--- src/rtl/babbage_pkg.sv ---
// Shared types and constants for the Babbage sweep sequencer and its engine.
// The polynomial constants seed the engine's difference registers: f(0), g(1), h(2), step.
package babbage_pkg;

  localparam int unsigned NW_DEFAULT = 6;
  localparam int unsigned DW_DEFAULT = 18;

  localparam int unsigned F0 = 1;
  localparam int unsigned G1 = 5;
  localparam int unsigned H2 = 10;
  localparam int unsigned C  = 6;

  typedef enum logic [1:0] {
    StIdle  = 2'd0,
    StIssue = 2'd1,
    StWait  = 2'd2
  } seq_state_e;

  typedef struct packed {
    logic [NW_DEFAULT-1:0] n;
    logic [DW_DEFAULT-1:0] data;
    logic                  last;
  } result_entry_t;

  function automatic int unsigned entry_width(input int unsigned nw, input int unsigned dw);
    return nw + dw + 1;
  endfunction

endpackage

--- src/rtl/babbage_result_fifo.sv ---
// Synchronous result FIFO; head data reads as zero while empty so idle outputs stay clean.
module babbage_result_fifo
  import babbage_pkg::*;
#(
  parameter int unsigned Width = entry_width(NW_DEFAULT, DW_DEFAULT),
  parameter int unsigned Depth = 4,
  localparam int unsigned Aw   = $clog2(Depth)
) (
  input  logic             clk,
  input  logic             rst_n,
  input  logic             push,
  input  logic [Width-1:0] wdata,
  input  logic             pop,
  output logic [Width-1:0] rdata,
  output logic [Aw:0]      count,
  output logic             full,
  output logic             empty
);

  localparam logic [Aw:0] DepthCnt = Depth[Aw:0];

  logic [Width-1:0] mem_q [Depth];
  logic [Aw-1:0]    wptr_q, rptr_q;
  logic [Aw:0]      count_q;
  logic             wr_en, rd_en;

  assign full  = (count_q == DepthCnt);
  assign empty = (count_q == '0);
  assign wr_en = push && !full;
  assign rd_en = pop && !empty;
  assign count = count_q;
  assign rdata = empty ? '0 : mem_q[rptr_q];

  always_ff @(posedge clk or negedge rst_n) begin
    if (!rst_n) begin
      wptr_q  <= '0;
      rptr_q  <= '0;
      count_q <= '0;
    end else begin
      if (wr_en) wptr_q <= wptr_q + 1'b1;
      if (rd_en) rptr_q <= rptr_q + 1'b1;
      unique case ({wr_en, rd_en})
        2'b10:   count_q <= count_q + 1'b1;
        2'b01:   count_q <= count_q - 1'b1;
        default: count_q <= count_q;
      endcase
    end
  end

  // Storage needs no reset: entries are only observed once written.
  always_ff @(posedge clk) begin
    if (wr_en) mem_q[wptr_q] <= wdata;
  end

endmodule

--- src/rtl/babbage_sweep_seq.sv ---
// Sweep sequencer: walks n from first to last, runs one engine job per n and
// queues each tagged result for the downstream valid/ready stream.
module babbage_sweep_seq
  import babbage_pkg::*;
#(
  parameter int unsigned NW         = NW_DEFAULT,
  parameter int unsigned DW         = DW_DEFAULT,
  parameter int unsigned FIFO_DEPTH = 4
) (
  input  logic          clk,
  input  logic          rst_n,
  input  logic          cmd_valid,
  output logic          cmd_ready,
  input  logic [NW-1:0] cmd_first,
  input  logic [NW-1:0] cmd_last,
  output logic          eng_start,
  output logic [NW-1:0] eng_i,
  input  logic          eng_ready,
  input  logic          eng_done_tick,
  input  logic [DW-1:0] eng_ans,
  output logic          out_valid,
  input  logic          out_ready,
  output logic [NW-1:0] out_n,
  output logic [DW-1:0] out_data,
  output logic          out_last,
  output logic          busy
);

  localparam int unsigned EW = entry_width(NW, DW);
  localparam int unsigned CW = $clog2(FIFO_DEPTH) + 1;

  seq_state_e    state_q;
  logic [NW-1:0] n_q, last_q;
  logic          down_q;

  logic          at_last, push, pop;
  logic          fifo_full, fifo_empty;
  logic [CW-1:0] fifo_count;
  logic [EW-1:0] push_data, head;

  assign at_last   = (n_q == last_q);
  assign cmd_ready = (state_q == StIdle);
  assign eng_i     = n_q;
  // Holding start off while full is what guarantees a later push always has room.
  assign eng_start = (state_q == StIssue) && eng_ready && !fifo_full;
  assign push      = (state_q == StWait) && eng_done_tick;
  assign push_data = {n_q, eng_ans, at_last};
  assign out_valid = !fifo_empty;
  assign pop       = out_valid && out_ready;
  assign busy      = (state_q != StIdle) || (fifo_count != '0);

  assign {out_n, out_data, out_last} = head;

  always_ff @(posedge clk or negedge rst_n) begin
    if (!rst_n) begin
      state_q <= StIdle;
      n_q     <= '0;
      last_q  <= '0;
      down_q  <= 1'b0;
    end else begin
      unique case (state_q)
        StIdle: begin
          if (cmd_valid) begin
            n_q     <= cmd_first;
            last_q  <= cmd_last;
            down_q  <= (cmd_first > cmd_last);
            state_q <= StIssue;
          end
        end
        StIssue: begin
          if (eng_start) state_q <= StWait;
        end
        StWait: begin
          if (eng_done_tick) begin
            if (at_last) begin
              state_q <= StIdle;
            end else begin
              n_q     <= down_q ? (n_q - 1'b1) : (n_q + 1'b1);
              state_q <= StIssue;
            end
          end
        end
        default: state_q <= StIdle;
      endcase
    end
  end

  babbage_result_fifo #(
    .Width(EW),
    .Depth(FIFO_DEPTH)
  ) u_fifo (
    .clk  (clk),
    .rst_n(rst_n),
    .push (push),
    .wdata(push_data),
    .pop  (pop),
    .rdata(head),
    .count(fifo_count),
    .full (fifo_full),
    .empty(fifo_empty)
  );

endmodule

--- config.mk ---
export PLATFORM = sky130hd
export DESIGN_NAME = babbage_sweep_seq
export DESIGN_NICKNAME = d
export VERILOG_FILES = /design/src/rtl/babbage_pkg.sv /design/src/rtl/babbage_result_fifo.sv /design/src/rtl/babbage_sweep_seq.sv
export SDC_FILE = /design/constraint.sdc
export NUM_CORES = 1
export LEC_CHECK = 0
export CAP_MARGIN = 10
export CORE_MARGIN = 5
export CORE_UTILIZATION = 49
export CTS_CLUSTER_DIAMETER = 100
export CTS_CLUSTER_SIZE = 30
export DETAILED_ROUTE_END_ITERATION = 10
export PLACE_DENSITY = 0.75
export SETUP_SLACK_MARGIN = 0.2
export SLEW_MARGIN = 20
export SYNTH_ARGS = -nofsm -noshare
export SYNTH_HDL_FRONTEND = slang
export SYNTH_SLANG_ARGS = --single-unit
--- constraint.sdc ---
create_clock -name clk -period 1.91 [get_ports clk]
set_clock_uncertainty 0.1 [all_clocks]
set_input_delay 0.382 -clock clk [delete_from_list [all_inputs] [get_ports clk]]
set_output_delay 0.382 -clock clk [all_outputs]
set_load 0.05 [all_outputs]
## Word level (Yosys, flattened, before mapping)

Memory sizes are Yosys's and may differ from the RTL's.
Index checks and enable logic that the tools add are counted.

| cells by class | value |
|---|---|
| add/subtract/negate cells | 6 |
| $lt $le $gt $ge | 1 |
| equal/unequal tests | 10 |
| muxes and demuxes | 14 |
| reductions and logical operators | 18 |

Operators with widths:

| kind | count |
|---|---|
| 2-to-1 mux 25 bit | 1 |
| 2-to-1 mux 6 bit | 4 |
| one-hot mux 6 bit (2 select lines) | 1 |
| inequality test 2 bit (second input constant) | 4 |
| adder 6 x 1 -> 6 bit (second input constant) | 1 |
| == test 6 bit | 1 |
| > comparator 6 bit | 1 |
| logical AND 1 bit | 6 |
| 2-to-1 mux 2 bit | 3 |
| one-hot mux 2 bit (3 select lines) | 1 |
| one-hot mux 3 bit (2 select lines) | 1 |
| nonzero test 2 bit | 3 |
| subtractor 6 x 1 -> 6 bit (second input constant) | 1 |
| adder 2 x 1 -> 2 bit (second input constant) | 2 |
| == test 2 x 1 -> 1 bit (second input constant) | 2 |
| == test 2 bit (second input constant) | 2 |
| AND reduction 4 bit | 1 |
| adder 3 x 1 -> 3 bit (second input constant) | 1 |
| == test 3 bit (second input constant) | 1 |
| logical NOT 3 bit | 1 |
| 2-to-1 mux 1 bit | 3 |
| AND reduction 3 bit | 1 |
| nonzero test 3 bit | 1 |
| subtractor 3 x 1 -> 3 bit (second input constant) | 1 |
| other kinds (4) | 5 |

| word-level totals | value |
|---|---|
| register bits after elaboration | 22 |
| RAM bits | 100 |
| input port bits | 36 |
| output and inout port bits | 35 |
| logic and storage cells | 57 |
| memories kept | 1 |

Memory list:

| name | depth | width | read ports | clocked after memory_dff | write ports | line | text |
|---|---|---|---|---|---|---|---|
| u_fifo.mem_q | 4 | 25 | 1 | 0 | 1 | babbage_result_fifo.sv:22 | `logic [Width-1:0] mem_q [Depth];` |

## Logic depth before layout (Yosys ltp)

Gate-level depths: netlist of the first run.

| depth | value |
|---|---|
| depth after elaboration | 6 |
| gate-level depth with buffers | 10 |
| mapped depth without buffers | 9 |

## Hierarchy

Synthesis of the first run repeated with hierarchy kept, for this count alone.

| unflattened totals | value |
|---|---|
| cells, all modules | 319 |
| area, all modules | 5,382.7 µm² |

By module, submodules not included:

| module | times used | cells each | area an instance (µm²) | sequential area each (µm²) |
|---|---|---|---|---|
| babbage_result_fifo | 1 | 196 | 4,292.9 | 3,178.0 |
| babbage_sweep_seq | 1 | 123 | 1,089.8 | 375.4 |

## Worst setup path before layout of the first run

Ideal clock, no wire load.

| timing | value |
|---|---|
| path type | reg-to-output |
| start | register u_fifo.count_q[0], in the netlist u_fifo.count[0] |
| end | output port out_data[14] |
| data arrival time | 1.783 ns |
| data required time | 1.428 ns |
| path slack | -0.355 ns |
| stages on the path, launching flop included | 5 |
| cell sequence | dfrtp_1 > or3_1 > clkbuf_1 > clkbuf_1 > and2_1 |

| between the ends | value |
|---|---|
| word-level cells in the longest chain between the ends | 2 |

Ends and longest elaborated chain:

| element | line | text |
|---|---|---|
| start: declaration | babbage_result_fifo.sv:24 | `logic [Aw:0] count_q;` |
| start signal: assignment | babbage_result_fifo.sv:43 | `2'b10: count_q <= count_q + 1'b1;` |
| start signal: assignment | babbage_result_fifo.sv:44 | `2'b01: count_q <= count_q - 1'b1;` |
| start signal: assignment | babbage_result_fifo.sv:45 | `default: count_q <= count_q;` |
| logical NOT 3 bit | babbage_result_fifo.sv:28 | `assign empty = (count_q == '0);` |
| 2-to-1 mux 25 bit | babbage_result_fifo.sv:32 | `assign rdata = empty ? '0 : mem_q[rptr_q];` |
| end: declaration | babbage_sweep_seq.sv:24 | `output logic [DW-1:0] out_data,` |

Every way passes these cells.

## Worst setup path after layout of the first run

| timing | value |
|---|---|
| start | register u_fifo.rptr_q[0] |
| end | output port out_data[1] |

| between the ends | value |
|---|---|
| word-level cells in the longest chain between the ends | 2 |

Ends and longest elaborated chain:

| element | line | text |
|---|---|---|
| start: declaration | babbage_result_fifo.sv:23 | `logic [Aw-1:0] wptr_q, rptr_q;` |
| start signal: assignment | babbage_result_fifo.sv:41 | `if (rd_en) rptr_q <= rptr_q + 1'b1;` |
| memory read (4 x 25 bit) | - |  |
| 2-to-1 mux 25 bit | babbage_result_fifo.sv:32 |  |

Every way passes these cells.

==> metrics, run 1 <==
clock-pin slew on the worst setup and hold paths 60 ps; path depth of the worst reg2reg path 7; Avg Inst Size Synth 16.3 sq um; row count 38; Total GRT Usage 19.2%; TritonCTS clock tree done; most area-hungry cell type in the Yosys netlist edfxtp_1; Std-Cell Core Area 10,700 sq um; Period minus WS final 2520 ps; drt total wl 13.1 mm; Fin. Hold Viols 0; gr ovfl total 0; largest family of logic cells by synthesized area multiplexers; Post-Synth XOR/XNOR Area 2.32%; Die Y 114 um; Remaining DRCs 0; fin cells 639; commonest non-fill, non-tap cell in the layout edfxtp_1; Detailed Routing Iterations Pass 1 4; vias post-DR 3,454; area of the die 13,000 sq um; DP Wirelength 6.96 mm; count of unique library cells instantiated by Yosys 41; post-synthesis sequential area ratio 67.3%; area growth from synthesis to final layout 53.8%; CTS Hold Bufs 0; critical path fanouts, max 5; Synth area leaders edfxtp_1 (57%), mux4_2 (11%), dfrtp_1 (10%); Synth Flop Type edfxtp_1; leak pwr 3.12 nW; Mapped Area 5280 sq um; Adder-Cell Fraction of Synth Area 4.31%; Post-Synth Simple-Gate Area 8.27%; # IOs 71; clk_lat worst skew 510 ps; port buffer count 70; DRT antenna net count 0; period utilization 132%; layout net count 539; fmax 397 MHz; #FFs+latches synth 122; largest net degree at the start of global routing 27; clk root buf clkbuf_8; Warnings, synthesis 0; Synth Instances 324; initial core utilization 49.4%; Sinks on Clock Net 122; Post-Place Cells 560; Pwr Total 15.2 mW; number of CTS-inserted buffers 17; Final Worst Setup Slack -609 ps; Slew HR 63.5%; area share of the leading cell type in the synthesized netlist 56.9%; peak supply drop 1.08 mV; Vias/cell 5.41; CP required 1430 ps; Syn Nets 377; gpl congestion 0.781; ant diodes 0; critical path class reg -> out; H-tree lvl count 4; CP endpoint kind primary output; crit path launch type flip-flop; failing checks negative setup slack; layout cells sized above 1 52.3%; pwr dens 1870 nW/um^2; Max Slew Vio Count 0; first-pass GRT wire length 18.8 mm; most frequent cells in the layout edfxtp_1 (100), buf_6 (51), buf_4 (38); DR WL/cell 20.5 um; pre-CTS setup slack -364 ps; Die W 114 um; mux cell area share after synthesis 11.1%; number of enable flip-flop cells after synthesis 100; complex-gate fraction of the synthesized area 4.00%; DRT iter0 DRCs 142; WP data arrival 2040 ps; unrepaired setup endpoints after global routing yes; Final Setup Violations 34; vias in the first global route 3,603; run status complete, but fails checks; ys async rst share 18.0%; worst-margin pin slew 547 ps; initial antenna violation count 0; Clock Path Buffers 2; Max Cap Viol 0; Worst Hold Class in -> async
-- logic make-up (layout without fill, tap and decap cells) --
group / after synthesis / in the layout
adder cells (fa/ha/maj): 17 / 17
AO/OA/AOI/OAI: 34 / 34
flip-flops: 122 / 122
XOR/XNOR: 14 / 14
buffers and inverters: 31 / 206
multiplexers: 27 / 27
AND/OR/NAND/NOR: 79 / 79
-- state kept, by name, summed over array words and instances (netlist names) --
signal and flops:
down_q 1, eng_i 6, last_q 6, state_q 2
u_fifo.count 3, u_fifo.mem_q 100, u_fifo.rptr_q 2, u_fifo.wptr_q 2
-- cells in the mapped netlist, types with 2 or more instances --
master    count
nand3b_1      2
a21o_1        4
nand4_1       2
nand2_1      20
fa_1          2
clkbuf_1      6
dfrtp_1      22
a31oi_1       2
o21ai_0       9
inv_1        17
nor2b_1       4
ha_1         15
nor3_1        2
or3_1         2
nand2b_1      2
a21oi_1       7
o21ai_1       4
buf_2         5
buf_6         3
nor2_1        8
nor4_1        2
xor2_1        3
mux4_2       25
xnor2_1      11
and2_1       30
edfxtp_1    100
-- routing by layer --
| metal | track usage [%] | wire length [um] | up-vias |
|---|---|---|---|
| li1 | - | - | 1554 |
| met1 | 24.2 | 5120 | 1742 |
| met2 | 32.8 | 6910 | 137 |
| met3 | 4.46 | 808 | 21 |
| met4 | 6.65 | 239 | 0 |
| met5 | 0 | 0 | - |
-- what timing repair did --
item                                    4_1_cts  5_1_grt
hold endpoints to repair                      0        0
endpoints found under the setup margin       41      145
pin swaps                                    12       21
buffers inserted                             24       17
resized for setup                            75       56
cloned                                        0        6
-- critical path, cell delays in order, from the launching register on --
cell	delay [ps]
dfrtp_2	460
buf_4	190
mux4_2	530
and2_4	170
buf_4	180
-- final cells by class --
| cell class | count | area (sq um) |
|---|---|---|
| Fill cell | 594 | 2570 |
| Multi-Input combinational cell | 171 | 1940 |
| Clock inverter | 14 | 139 |
| Timing Repair Buffer | 157 | 1830 |
| Sequential cell | 122 | 3570 |
| Tap cell | 140 | 175 |
| Clock buffer | 18 | 418 |
| Inverter | 17 | 63.8 |
-- power by group --
part / switching, mW / total (mW) / internal (mW)
clock: 1.23 / 2.98 / 1.76
sequential: 0.362 / 3.70 / 3.34
combinational: 4.30 / 8.51 / 4.21
total: 5.89 / 15.2 / 9.30
-- final timing paths --
check                                                   from                    end  slack (ps)
worst min-delay path                                   rst_n  last_q[3]$_DFFE_PN0P_         130
min in group clk                                 cmd_last[2]  last_q[2]$_DFFE_PN0P_         340
worst min register to register         last_q[5]$_DFFE_PN0P_  last_q[5]$_DFFE_PN0P_         410
worst max-delay path            u_fifo.rptr_q[0]$_DFFE_PN0P_            out_data[1]        -610
max in group asynchronous                              rst_n   eng_i[0]$_DFFE_PN0P_        1310
worst max register to register            down_q$_DFFE_PN0P_   eng_i[5]$_DFFE_PN0P_        -270
-- through the flow --
step	util, %	TNS (ps)	hold WS (ps)	area [sq um]
finish	75.9	-15550	128	8120
global route	75.9	-17420	150	8120
CTS	71.5	-15030	127	7650
detailed placement	61.8	-18720	401	6610
global placement	61.8	-14680	384	6610
floorplan	-	-1040	-13.6	5490
Power figures use the tool's default switching activity.
==> run 2, diff against run 1 <==
--- a/config.mk
+++ b/config.mk
@@ -6,7 +6,6 @@
 export NUM_CORES = 1
 export LEC_CHECK = 0
 export CAP_MARGIN = 10
-export CORE_MARGIN = 5
 export CORE_UTILIZATION = 49
 export CTS_CLUSTER_DIAMETER = 100
 export CTS_CLUSTER_SIZE = 30
==> run 2 against run 1 <==
The flow still finishes with violations (negative setup slack). Combinational power decreased by 9.9%. Sequential power fell by 1%. Critical path type unchanged. Highest routed layer unchanged. Setup slack improved by 62 ps. Maximum frequency increased by 2.5%. Hold slack improved by 3.4 ps.
==> metrics, run 2 (synthesized netlist as in run 1, its figures left out) <==
run status complete, but fails checks; failing checks negative setup slack; gr ovfl total 0 (unchanged); Max Cap Viol 0 (unchanged); peak supply drop 1.17 mV (+7.9%); clock group share of total power 20.1% (+0.5 points); DRT iter0 DRCs 154 (+8.5%); fmax 407 MHz (+2.5%); fin cells 617 (-3.4%); vias post-DR 3,244 (-6.1%); area growth from synthesis to final layout 47.2%; critical path fanouts, max 5 (unchanged); Reg power frac 25.8% (+1.5 points); number of CTS-inserted buffers 17 (unchanged); layout net count 521 (-3.3%); layout cells sized above 1 48.2% (-4.1 points); r2r startpoint u_fifo.count[2]$_DFFE_PN0P_; Reg with most FFs u_fifo.mem_q; most frequent cells in the layout edfxtp_1 (100), buf_6 (40), buf_4 (39); Remaining DRCs 0 (unchanged); area of the die 11,200 sq um (-14%); CP required 1430 ps (about the same); Fin. Hold Viols 0 (unchanged); max reg flops 100 (unchanged); r2r setup slk -170 ps (+100 ps); Max Slew Vio Count 0 (unchanged); Vias/cell 5.26 (-2.7%); Post-Place Cells 554 (-1.1%); clk_lat worst skew 500 ps (about the same); Total GRT Usage 20.7% (+1.5 points); Slew HR 69.3% (+5.8 points); setup TNS -13,810 ps (+1740 ps); combinational fraction of design power 54.1% (-1.9 points); crit path launch type flip-flop; period utilization 129% (-3.2 points); sw frac 37.6% (-1.1 points); worst-margin pin slew 460 ps (-86.6 ps); Detailed Routing Iterations Pass 1 4 (unchanged); drt total wl 11.5 mm (-12%); DP Wirelength 6.68 mm (-4.1%); clk root buf clkbuf_8; start point of the critical path u_fifo.rptr_q[0]$_DFFE_PN0P_; DRT antenna net count 0 (unchanged); # IOs 71 (unchanged); ant diodes 0 (unchanged); Placed Area 6600 sq um (-0.11%); Sinks on Clock Net 122 (unchanged); switching power 5.33 mW (-9.5%); clock-pin slew on the worst setup and hold paths 60 ps (about the same); first-pass GRT wire length 16.9 mm (-10%); largest net degree at the start of global routing 27 (unchanged); Clock Path Buffers 2 (unchanged); Worst Hold Class in -> async; critical path class reg -> out; Period minus WS final 2460 ps (-61.7 ps); FF-to-FF End u_fifo.count[2]$_DFFE_PN0P_; Internal Power 8.84 mW (-5.0%); cell area after layout 7770 sq um (-4.3%); Std-Cell Core Area 10,400 sq um (-3.1%); Pwr Total 14.2 mW (-6.7%); port buffer count 70 (unchanged); H-tree lvl count 4 (unchanged); row count 37 (-2.6%); DR WL/cell 18.6 um (-9.2%); commonest non-fill, non-tap cell in the layout edfxtp_1; Final Worst Setup Slack -547 ps (+61.7 ps); gpl congestion 0.788 (+0.97%); CP endpoint kind primary output; Die Y 106 um (-7.0%); vias in the first global route 3,395 (-5.8%); pwr dens 1820 nW/um^2 (-2.5%); Final Setup Violations 31 (-8.8%); TritonCTS clock tree done; initial core utilization 50.9% (+1.6 points); Die W 106 um (-7.0%); path depth of the worst reg2reg path 9 (+2); unrepaired setup endpoints after global routing yes; leak pwr 2.98 nW (-4.6%); initial antenna violation count 0 (unchanged); WP data arrival 1980 ps (-60 ps)
==> run 2: cell types whose count changed in the layout (fill, tap and decap cells not counted), sizes merged <==
| cell | change |
|---|---|
| buf | -17 |
| inv | -7 |
| clkbuf | +5 |
| clkinv | +4 |
| clkinvlp | -3 |
==> run 2: repair_timing <==
item,in CTS,in global routing
setup endpoints to repair,41,143
pin swaps,16,15
buffers inserted,16,11
hold buffers,0,0
gates resized for setup,62,28
cloned,1,3
==> run 2: layout make-up <==
class	count	area [sq um]
clock buffers	24	460
clock inverters	8	73.8
fillers	580	2590
inverters	17	63.8
multi-input cells	171	1850
flip-flops and latches	122	3570
well taps	136	170
repair buffers	139	1590
==> run 2: worst max-delay path by stage <==
stage	cells after the start	endpoint	slack, ps
2_1_floorplan	4	eng_start	-300
3_3_place_gp	10	u_fifo.count[2]$_DFFE_PN0P_	-270
3_5_place_dp	10	u_fifo.count[2]$_DFFE_PN0P_	-310
4_1_cts	4	out_data[5]	-580
5_1_grt	4	out_data[5]	-600
6_report	4	out_data[5]	-550
==> run 2: power groups by stage <==
stage               Sequential (mW)  Combinational [mW]  Clock (mW)
finish                         3.66                7.67        2.85
global placement               3.70                6.13           0
CTS                            3.65                7.21        2.88
global route                   3.69                8.09        3.01
detailed placement             3.73                6.22           0
floorplan                      3.87                4.35           0
==> run 2: critical path: stages, from the launching register on <==
cell and delay [ps]:
dfrtp_2 420, buf_4 180, mux4_2 510, and2_4 180
buf_4 180
==> run 2: routing by layer <==
| layer | global-route usage, % | up-vias | routed length, um |
|---|---|---|---|
| met5 | 0 | - | 0 |
| met2 | 34.4 | 109 | 6100 |
| met3 | 6.00 | 8 | 505 |
| met1 | 25.7 | 1621 | 4750 |
| met4 | 7.74 | 0 | 119 |
| li1 | - | 1506 | - |
==> run 2: stage by stage <==
stage / setup slack (ps) / hold WS (ps) / utilization (%)
5_1_grt: -603 / 144 / 75.0
3_5_place_dp: -310 / 391 / 63.7
4_1_cts: -581 / 119 / 72.5
6_report: -547 / 132 / 75.0
3_3_place_gp: -270 / 382 / 63.7
2_1_floorplan: -300 / -13.6 / -
